## config.mk

```make
export PLATFORM = sky130hd
export DESIGN_NAME = fifo_wr_stream_adapter
export DESIGN_NICKNAME = d
export VERILOG_FILES = /design/src/rtl/fifo_wr_stream_adapter.sv
export SDC_FILE = /design/constraint.sdc
export NUM_CORES = 1
export LEC_CHECK = 0
export CAP_MARGIN = 10
export CORE_ASPECT_RATIO = 2
export CORE_UTILIZATION = 45
export DETAILED_ROUTE_END_ITERATION = 7
export PLACE_DENSITY_LB_ADDON = 0.25
export SLEW_MARGIN = 10
export SYNTH_ARGS = -nofsm -noshare
export SYNTH_HDL_FRONTEND = slang
export SYNTH_SLANG_ARGS = --single-unit
```

## constraint.sdc

```tcl
create_clock -name w_clk -period 6.7 [get_ports w_clk]
set_input_delay 1.005 -clock w_clk [delete_from_list [all_inputs] [get_ports w_clk]]
set_output_delay 1.005 -clock w_clk [all_outputs]
set_load 0.005 [all_outputs]
```

## src/rtl/fifo_wr_stream_adapter.sv

```systemverilog
// Write-domain front end for the async FIFO: a 2-entry skid buffer, a full-safe write port and a packet-aligned flush.
// Optional statistics counters are built when FIFO_WR_STATS_EN is defined; otherwise the counter ports read 0.
module fifo_wr_stream_adapter #(
    parameter int DATA_WIDTH = 32,
    parameter int CNT_WIDTH  = 16
) (
    input  logic                  w_clk,
    input  logic                  resetn,
    input  logic                  in_valid,
    output logic                  in_ready,
    input  logic [DATA_WIDTH-1:0] in_data,
    input  logic                  in_last,
    input  logic                  fifo_full,
    output logic                  w_en,
    output logic [DATA_WIDTH-1:0] w_data,
    input  logic                  flush_req,
    output logic                  flush_busy,
    output logic                  flush_done,
    output logic [CNT_WIDTH-1:0]  words_written,
    output logic [CNT_WIDTH-1:0]  pkts_written,
    output logic [CNT_WIDTH-1:0]  stall_cycles
);

    typedef enum logic [1:0] {RUN, WAIT_EOP, DRAIN, DONE} state_t;

    // The last flag is only stored when the packet counter needs it at write time.
`ifdef FIFO_WR_STATS_EN
    localparam int ENTRY_W = DATA_WIDTH + 1;
    logic [ENTRY_W-1:0] in_entry;
    assign in_entry = {in_last, in_data};
`else
    localparam int ENTRY_W = DATA_WIDTH;
    logic [ENTRY_W-1:0] in_entry;
    assign in_entry = in_data;
`endif

    state_t             state;
    logic [1:0]         count;
    logic               pkt_open;
    logic [ENTRY_W-1:0] head_entry;
    logic [ENTRY_W-1:0] tail_entry;
    logic               push;
    logic               pop;

    assign in_ready   = (count != 2'd2) && (state == RUN || state == WAIT_EOP);
    assign w_en       = (count != 2'd0) && !fifo_full;
    assign w_data     = head_entry[DATA_WIDTH-1:0];
    assign push       = in_valid && in_ready;
    assign pop        = w_en;
    assign flush_busy = (state == WAIT_EOP) || (state == DRAIN);
    assign flush_done = (state == DONE);

    // Head is always entry 0; pops shift the tail forward so w_data only moves on a write or a push into empty.
    always_ff @(posedge w_clk) begin
        if (!resetn) begin
            head_entry <= '0;
            tail_entry <= '0;
            count      <= '0;
        end else begin
            case ({push, pop})
                2'b10: begin
                    if (count == 2'd0) head_entry <= in_entry;
                    else               tail_entry <= in_entry;
                    count <= count + 2'd1;
                end
                2'b01: begin
                    head_entry <= tail_entry;
                    count      <= count - 2'd1;
                end
                2'b11: begin
                    if (count == 2'd1) begin
                        head_entry <= in_entry;
                    end else begin
                        head_entry <= tail_entry;
                        tail_entry <= in_entry;
                    end
                end
                default: ;
            endcase
        end
    end

    always_ff @(posedge w_clk) begin
        if (!resetn) begin
            state    <= RUN;
            pkt_open <= 1'b0;
        end else begin
            if (push) pkt_open <= !in_last;
            case (state)
                RUN:      if (flush_req) state <= pkt_open ? WAIT_EOP : DRAIN;
                WAIT_EOP: if (push && in_last) state <= DRAIN;
                DRAIN:    if (count == 2'd0) state <= DONE;
                DONE:     state <= RUN;
                default:  state <= RUN;
            endcase
        end
    end

`ifdef FIFO_WR_STATS_EN
    logic [CNT_WIDTH-1:0] words_q;
    logic [CNT_WIDTH-1:0] pkts_q;
    logic [CNT_WIDTH-1:0] stall_q;

    always_ff @(posedge w_clk) begin
        if (!resetn) begin
            words_q <= '0;
            pkts_q  <= '0;
            stall_q <= '0;
        end else begin
            if (pop) words_q <= words_q + CNT_WIDTH'(1);
            if (pop && head_entry[DATA_WIDTH]) pkts_q <= pkts_q + CNT_WIDTH'(1);
            if ((count != 2'd0) && fifo_full) stall_q <= stall_q + CNT_WIDTH'(1);
        end
    end

    assign words_written = words_q;
    assign pkts_written  = pkts_q;
    assign stall_cycles  = stall_q;
`else
    assign words_written = '0;
    assign pkts_written  = '0;
    assign stall_cycles  = '0;
`endif

endmodule

```

; Word-level counts from Yosys, hierarchy flattened
; Cells that the tools add are included.
[totals]
ff_bits = 69
inputBits = 38
output_inout_bits = 84
word_cells = 50
[classes]
n_addsub = 2
eq_ne = 14
mux = 12
reduce_logical = 17
[ops]
columns = cell, count
row1 = two-way mux 32 bit, 4
row2 = one-hot mux 32 bit (3 select lines), 1
row3 = one-hot mux 32 bit (2 select lines), 1
row4 = != test 2 bit (second input constant), 5
row5 = == test 2 bit (second input constant), 4
row6 = two-way mux 2 bit, 4
row7 = one-hot mux 2 bit (4 select lines), 1
row8 = == test 2 x 1 -> 1 bit (second input constant), 3
row9 = AND reduction 3 bit, 2
row10 = nonzero test 2 bit, 3
row11 = logical AND 1 bit, 4
row12 = zero test 2 bit, 2
row13 = != test 2 x 1 -> 1 bit (second input constant), 2
row14 = one-hot mux 2 bit (2 select lines), 1
row15 = nonzero test 3 bit, 1
row16 = adder 2 x 1 -> 2 bit (second input constant), 1
row17 = zero test 1 bit, 2
row18 = logical OR 1 bit, 2
row19 = AND reduction 2 bit, 1
row20 = subtractor 2 x 1 -> 2 bit (second input constant), 1

; Logic depth before layout (Yosys ltp)
; Gate-level depths: netlist of run 1.
[logic_depth]
ltp_word = 7
mapped_depth = 13
depth_no_buf = 9

; Least setup slack after synthesis of run 1
; OpenSTA, ideal clock, no wires.
[synth_path]
path_type = input port to flip-flop
start = input in_valid
end = register head_entry[0], in the netlist w_data[0]
setup_ps = 91
arrival_ps = 2763
required_time_ps = 6609
slack_ps = 3846
cell_stages = 11
path_buffers = 4
cell_sequence = nor2b_1 -> buf_2 -> clkbuf_1 -> nand2_1 -> inv_1 -> ha_1 -> nor2b_1 -> clkbuf_1 -> buf_2 -> o211ai_1 -> a311oi_1
[synth_via]
elab_chain_len = 4
elab_cells_between_ends = 8
cone_classes = 4 x eq/ne / 1 x mux / 3 x reduce/logical
[synth_lines]
columns = item, line
row1 = from (decl), 9  ; input logic in_valid,
row2 = logical AND 1 bit (*), 48  ; assign push = in_valid && in_ready;
row3 = via push, 42  ; logic push;
row4 = == test 2 bit / == test 2 x 1 -> 1 bit (equally long branches), 60  ; case ({push, pop})
row5 = != test 2 bit (no line) / nonzero test 3 bit (equally long branches), --
row6 = AND reduction 2 bit (no line), --
row7 = to (signal assigned), 62  ; if (count == 2'd0) head_entry <= in_entry;
row8 = to (signal assigned), 67  ; head_entry <= tail_entry;
row9 = to (signal assigned), 72  ; head_entry <= in_entry;
row10 = to (decl), 40  ; logic [ENTRY_W-1:0] head_entry;
; Mark *: on every way through the listed nets, which the timed path passes. The rest lies on a longest branch.
; A chain may end at the register's enable or synchronous reset.

; Worst setup path in the final report of run 1
[layout_path]
start = input in_valid
end = register head_entry[25], in the netlist w_data[25]
; Same word-level chain as after synthesis.

==> key figures, run 1 <==
Global routing
  • Antenna violations before repair: 0
  • Vias in the first global route: 3192
  • First-pass GRT wire length: 15.8 mm
  • GRT Residual Overflow: 0
  • Tot GR Track Use: 23.4%
  • Pin count of the biggest net entering global routing: 68

Timing
  • # setup viols final: 0
  • Setup Skew: 0.00295 ns
  • Tightest Pin Transition: 1.25 ns
  • Unrepaired setup endpoints after global routing: false
  • Final count of hold timing violations: 0
  • Final Max Slew Viols: 0
  • Setup tns final: 0 ns
  • Min Tclk post-route: 3.77 ns
  • Slew HR: 16.6%
  • Fmax: 265 MHz
  • Period Utilization, post-route: 56.3%

Detailed routing
  • Final WL: 10.1 mm
  • Drt wl/cell: 17.5 um
  • DRC: 0
  • Via Count: 3529
  • Routed Antenna Nets: 0
  • First-pass iteration count of the detailed router: 5
  • DR iter-0 viols: 312
  • Avg Vias per Cell: 6.09

Final layout
  • # nets final: 528
  • Synth-to-Final Area Change: 18.7%
  • Filler cell count: 776
  • Register area: 0.00138 sq mm
  • Area taken by multi-input logic gates: 0.00193 sq mm
  • Antenna cell count: 0
  • Proportion of layout cells with a drive suffix above 1: 5.61%

Yosys
  • Ys Warns: 0
  • Area contributors post-synth: dfxtp_1 (37%), a311oi_1 (15%), buf_4 (9.9%), o211ai_1 (6.4%), a21oi_1 (4.4%)
  • Mapped Cells: 443
  • Syn Std Cell Area: 0.00378 sq mm
  • Count of cell types in the netlist: 31
  • Mean Syn Cell Area: 8.53 sq um
  • Part of the Yosys area used for sequential elements: 36.5%
  • Top-area cell type share of the netlist area: 36.5%
  • Most area-hungry cell type in the Yosys netlist: dfxtp_1
  • Synth Register Bits: 69

Floorplan
  • Chip height: 132 um
  • Num rows: 47
  • Die width: 66.8 um
  • Die area: 0.00879 sq mm
  • # IOs: 122
  • Initial Util: 45.9%
  • Core Area: 0.00823 sq mm

Critical path
  • Setup crit start kind: primary input
  • Worst Path Class, Setup: primary input to flip-flop
  • Crit-path slowest cell: a211o_1
  • Worst EP arrival: 3.99 ns
  • Top delay family on crit path: compound AO/OA/AOI/OAI gates
  • Crit path top cell by count: nand2_1
  • WP buf/inv: 3
  • CP peak stage delay: 0.96 ns
  • WP data required: 6.91 ns
  • Worst path cell trace: clkdlybuf4s50_1 -> nor2b_2 -> buf_4 -> nand2_1 -> inv_1 -> ha_1 -> a211o_1 -> nand2_1 -> a311oi_1
  • Crit. End Element: flip-flop
  • Max FO, Critical Path: 35

Power and ir drop
  • Power Dens Cells: 489 mW/mm^2
  • Leakage power total: 0.00162 uW
  • Peak supply drop: 0.000244 V
  • Final total power: 2190 uW

Clock tree
  • Clock root buffer: clkbuf_16
  • # Post-CTS Setup Buffers: 0
  • CTS buffer count: 9
  • Clock Path Buffers: 2
  • Post-cts sizing count: 0
  • CTS tree: done
  • CTS sink cnt: 69
  • Hold Buf Count CTS: 0
  • H-tree depth: 3
  • Worst skew pair latency: 0.32 ns
  • Clock-pin slew of the registers on the worst-case setup and hold paths: 0.05 ns

Flow run
  • Max cap viols: 0

Worst hold path
  • Worst Hold Class: flip-flop to flip-flop

Place
  • DP Wirelength: 5.90 mm
  • I/O Buffers: 73
  • Gpl congestion: 0.782

Status
  • Run status: completed
area by class of cell:
class,instances,share of cell area [%]
Clock buffer,12,5.27
Inverter,9,0.753
Timing Repair Buffer,80,17.5
Sequential cell,69,30.8
Tap cell,98,2.73
Multi-Input combinational cell,311,43.0
state kept, by name (all words and copies together) (netlist names):
signal / cells
state: 2
w_data: 32
pkt_open: 1
count: 2
tail_entry: 32
Yosys cell counts (all sizes together):
library cell and n:
dfxtp 69, a221oi 1, a31oi 2, nor2 5
a31o 1, conb 1, a22oi 1, a21o 1
buf 70, clkbuf 31, nand3 32, a311oi 64
nor2b 4, xor2 2, nand3b 1, o211ai 32
inv 9, ha 10, nand2 33, or2 3
a211o 1, o21ai 32, a22o 1, a21oi 33
o221a 2, a211oi 2
layer usage:
layer / vias to the layer above / wire length, um / global-route usage (%)
met5: - / 0 / 0
met4: 0 / 257 / 9.46
met3: 21 / 691 / 4.34
met2: 189 / 5470 / 41.9
met1: 1677 / 3720 / 25.9
li1: 1642 / - / -
cell families after synthesis:
kind of cell | count (synthesis) | synth area share, %
buf+inv | 110 | 17.4
simple gates | 78 | 9.37
compound gates | 173 | 32.8
other cells | 1 | 0.0992
fa+ha+maj | 10 | 3.31
flops | 69 | 36.5
xor+xnor | 2 | 0.464
report_power, final:
part / switching [uW] / leakage (uW) / internal (uW) / total, uW
clock network: 151 / 0.000114 / 242 / 393
logic: 678 / 0.000937 / 468 / 1150
registers: 89.5 / 0.000568 / 566 / 656
total: 919 / 0.00162 / 1280 / 2190
tightest hold or removal path: cells and delay by family, from the launching register on:
family | cells | cell delay, ns
AO/OA/AOI/OAI | 2 | 0.12
flip-flops | 1 | 0.30
path summary, 6_finish.rpt:
| path | slack (ns) | cells after the start | to | startpoint |
|---|---|---|---|---|
| worst max-delay path | 2.93 | 9 | w_data[25]$_SDFFE_PN0P_ | in_valid |
| worst min-delay path | 0.47 | 2 | tail_entry[21]$_SDFFE_PN0P_ | tail_entry[21]$_SDFFE_PN0P_ |
| worst max register to register | 3.38 | 9 | w_data[21]$_SDFFE_PN0P_ | count[0]$_SDFFE_PN0P_ |
| worst min register to register | 0.47 | 2 | tail_entry[21]$_SDFFE_PN0P_ | tail_entry[21]$_SDFFE_PN0P_ |
layout by cell type, fill, tap and decap left out, types with 7 or more instances in the layout:
master	Yosys	layout
buf_4	50	7
inv_1	8	7
clkbuf_16	0	9
a21oi_1	33	33
nand2_1	33	33
clkdlybuf4s50_1	0	73
o21ai_0	32	32
conb_1	1	48
ha_1	10	10
dfxtp_1	69	69
a311oi_1	63	63
nand3_1	32	32
o211ai_1	32	32
metrics by stage:
stage / instances / utilization, % / setup WS (ns) / instance area (sq um) / hold slack (ns)
after global placement: 567 / 51.6 / 2.67 / 4250 / 0.461
after global routing: 579 / 54.5 / 2.70 / 4490 / 0.494
after detailed placement: 567 / 51.6 / 2.60 / 4250 / 0.467
after floorplan: 490 / - / 3.85 / 3960 / 0.454
final: 579 / 54.5 / 2.93 / 4490 / 0.474
after CTS: 579 / 54.5 / 2.93 / 4490 / 0.474
No activity file was read; power rests on OpenSTA's default activity.
==> run 2: changes to the inputs <==
==> constraint.sdc (replaced) <==
create_clock -name w_clk -period 3.7 [get_ports w_clk]
set_input_delay 0.555 -clock w_clk [delete_from_list [all_inputs] [get_ports w_clk]]
set_output_delay 0.555 -clock w_clk [all_outputs]
set_load 0.005 [all_outputs]
==> run 2 against run 1 <==
  * Worst setup slack worse by 2.3 ns
  * First-iteration DRC count is 52% higher
  * Via count rose by 1.4%
  * Sequential cell count did not move
  * Combinational power is 83% higher
  * Highest routed layer unchanged
  * Total power is 86% higher
  * Sequential share of layout area is 0.42 points lower
  * Wire length is 1.8% higher
  * Sequential power up 81%
  * Global-route usage rose by 0.42 points
  * Utilization increased by 0.76 points
  * Die area is the same
  * Largest cell class unchanged
==> key figures, run 2 (same netlist as run 1, synthesis figures left out) <==
Global routing
  • Vias in the first global route: 3289 (+3.0%)
  • Grt peak-use layer: met2
  • GRT met1 Usage: 26.7% (+0.78 points)
  • GRT Residual Overflow: 0 (unchanged)
  • Global Route met2 Usage: 41.2% (-0.67 points)
  • Antenna violations before repair: 0 (unchanged)
  • Tot GR Track Use: 23.9% (+0.42 points)
  • First-pass GRT wire length: 16.1 mm (+2.0%)
  • M3 GR Usage: 4.34% (unchanged)
  • Pin count of the biggest net entering global routing: 68 (unchanged)

Timing
  • Tightest Pin Transition: 1.19 ns (-0.0574 ns)
  • Period Utilization, post-route: 82.5%
  • Setup tns final: 0 ns (unchanged)
  • Setup Skew: 0.00410 ns (+0.00115 ns)
  • Fmax: 327 MHz
  • Unrepaired setup endpoints after global routing: false
  • Slew HR: 20.5% (+3.9 points)
  • Min Tclk post-route: 3.05 ns
  • Final count of hold timing violations: 0 (unchanged)
  • # setup viols final: 0 (unchanged)
  • Final Max Slew Viols: 0 (unchanged)

Flow run
  • Max cap viols: 0 (unchanged)

Power and ir drop
  • Peak supply drop: 0.000469 V (+92%)
  • NetSw: 1700 uW (+85%)
  • Flop pwr share: 29.1% (-0.8 points)
  • Switching fraction of total power: 41.6% (-0.23 points)
  • Power Dens Cells: 897 mW/mm^2 (+83%)
  • Combinational Power Share: 51.5% (-0.7 points)
  • Internal: 2380 uW (+87%)
  • Clock power share: 19.4% (+1.5 points)
  • Final total power: 4080 uW (+86%)
  • Leakage power total: 0.00165 uW (+2.2%)

Critical path
  • Worst Path Class, Setup: flip-flop to output port
  • R2R Setup Slk: 0.90 ns (-2.48 ns)
  • CP peak stage delay: 0.63 ns (-0.33 ns)
  • CP Launch Point: count[0]$_SDFFE_PN0P_
  • WP buf/inv: 4 (+1)
  • WP data required: 3.14 ns (-3.77 ns)
  • Reg2Reg Depth: 9 (unchanged)
  • Reg2Reg Launch Point: state[0]$_SDFFE_PN0P_
  • Worst path cell trace: inv_1 -> ha_1 -> or2_1 -> inv_2 -> buf_4 -> clkdlybuf4s50_1
  • Crit-path slowest cell: clkdlybuf4s50_1
  • Max FO, Critical Path: 67 (+91%)
  • Top delay family on crit path: buffers and inverters
  • Worst EP arrival: 2.50 ns (-1.49 ns)
  • Worst R2R End: w_data[25]$_SDFFE_PN0P_
  • Setup crit start kind: flip-flop
  • Crit. End Element: output port

Place
  • I/O Buffers: 73 (unchanged)
  • DP Area: 0.00427 sq mm (+0.35%)
  • Gpl congestion: 0.764 (-2.2%)
  • DP Wirelength: 6.05 mm (+2.6%)

Clock tree
  • CTS buffer count: 9 (unchanged)
  • Post-cts sizing count: 0 (unchanged)
  • Worst skew pair latency: 0.33 ns (about the same)
  • CTS tree: done
  • H-tree depth: 3 (unchanged)
  • Clock root buffer: clkbuf_16
  • Clock Path Buffers: 2 (unchanged)
  • Clock-pin slew of the registers on the worst-case setup and hold paths: 0.05 ns (about the same)
  • CTS sink cnt: 69 (unchanged)
  • Hold Buf Count CTS: 0 (unchanged)
  • # Post-CTS Setup Buffers: 0 (unchanged)

Floorplan
  • Chip height: 132 um (unchanged)
  • Initial Util: 45.9% (unchanged)
  • Die area: 0.00879 sq mm (unchanged)
  • Die width: 66.8 um (unchanged)
  • # IOs: 122 (unchanged)
  • Num rows: 47 (unchanged)
  • Core Area: 0.00823 sq mm (unchanged)

Detailed routing
  • DRC: 0 (unchanged)
  • Avg Vias per Cell: 6.11 (+0.23%)
  • Drt wl/cell: 17.6 um (+0.54%)
  • Final WL: 10.3 mm (+1.8%)
  • Via Count: 3580 (+1.4%)
  • First-pass iteration count of the detailed router: 5 (unchanged)
  • Routed Antenna Nets: 0 (unchanged)
  • DR iter-0 viols: 474 (+52%)

Final layout
  • # nets final: 531 (+0.57%)
  • Synth-to-Final Area Change: 20.4%
  • Most common cell after layout, fill and taps aside: clkdlybuf4s50_1
  • Filler cell count: 801 (+3.2%)
  • Final instance area: 0.00455 sq mm (+1.4%)
  • Proportion of layout cells with a drive suffix above 1: 6.76% (+1.1 points)
  • Most frequent cells in the layout: clkdlybuf4s50_1 (73), dfxtp_1 (69), a311oi_1 (63)
  • Antenna cell count: 0 (unchanged)

Worst hold path
  • WHS Endpoint: tail_entry[21]$_SDFFE_PN0P_
  • Worst Hold Class: flip-flop to flip-flop
  • Hold path cells: 2 (unchanged)
  • Hold_sp: tail_entry[21]$_SDFFE_PN0P_

Status
  • Run status: completed
[run 2: cell count changes in the layout (fill, tap and decap cells not counted), sizes merged]
cell and change:
clkinv +1, buf +3, clkbuf +3
[run 2: through the flow]
step / instances / util [%] / hold WS, ns / setup slack [ns]
final: 586 / 55.3 / 0.476 / 0.646
after floorplan: 490 / - / 0.454 / 1.24
after global routing: 586 / 55.3 / 0.501 / 0.476
after detailed placement: 569 / 51.8 / 0.468 / 0.599
after CTS: 585 / 55.1 / 0.475 / 0.617
after global placement: 569 / 51.8 / 0.459 / 0.671
[run 2: metal layers]
metal | wire length (um) | part of all wire, %
met4 | 304 | 2.9
met5 | 0 | 0
met3 | 663 | 6.4
met2 | 5420 | 53
met1 | 3930 | 38
[run 2: worst min-delay path: cells and delay by family (launching register included)]
family             cells  cell delay (ns)
DFF                    1             0.30
AOI/OAI and AO/OA      2             0.12
[run 2: worst max path at each step]
stage                              endpoint  slack, ns  cells past startpoint
floorplan            w_data[0]$_SDFFE_PN0P_       1.24                     13
global placement                       w_en       0.67                      5
detailed placement  w_data[25]$_SDFFE_PN0P_       0.60                      8
CTS                                    w_en       0.62                      6
global route                           w_en       0.48                      6
finish                                 w_en       0.65                      6
[run 2: power by group through the flow]
stage / logic [uW] / registers, uW / clock network (uW)
after floorplan: 1440 / 1170 / 0
after global placement: 2020 / 1190 / 0
after detailed placement: 2060 / 1200 / 0
after CTS: 2070 / 1190 / 802
after global routing: 2280 / 1220 / 833
final: 2100 / 1190 / 790
[run 2: cell type report]
| class | count | area, sq um | area share, % |
|---|---|---|---|
| clock buffer | 15 | 268 | 5.88 |
| clock inverter | 1 | 5.00 | 0.110 |
| inverter | 9 | 33.8 | 0.742 |
| multi-input combinational | 311 | 1930 | 42.4 |
| sequential | 69 | 1380 | 30.4 |
| tap | 98 | 123 | 2.69 |
| timing repair buffer | 83 | 810 | 17.8 |
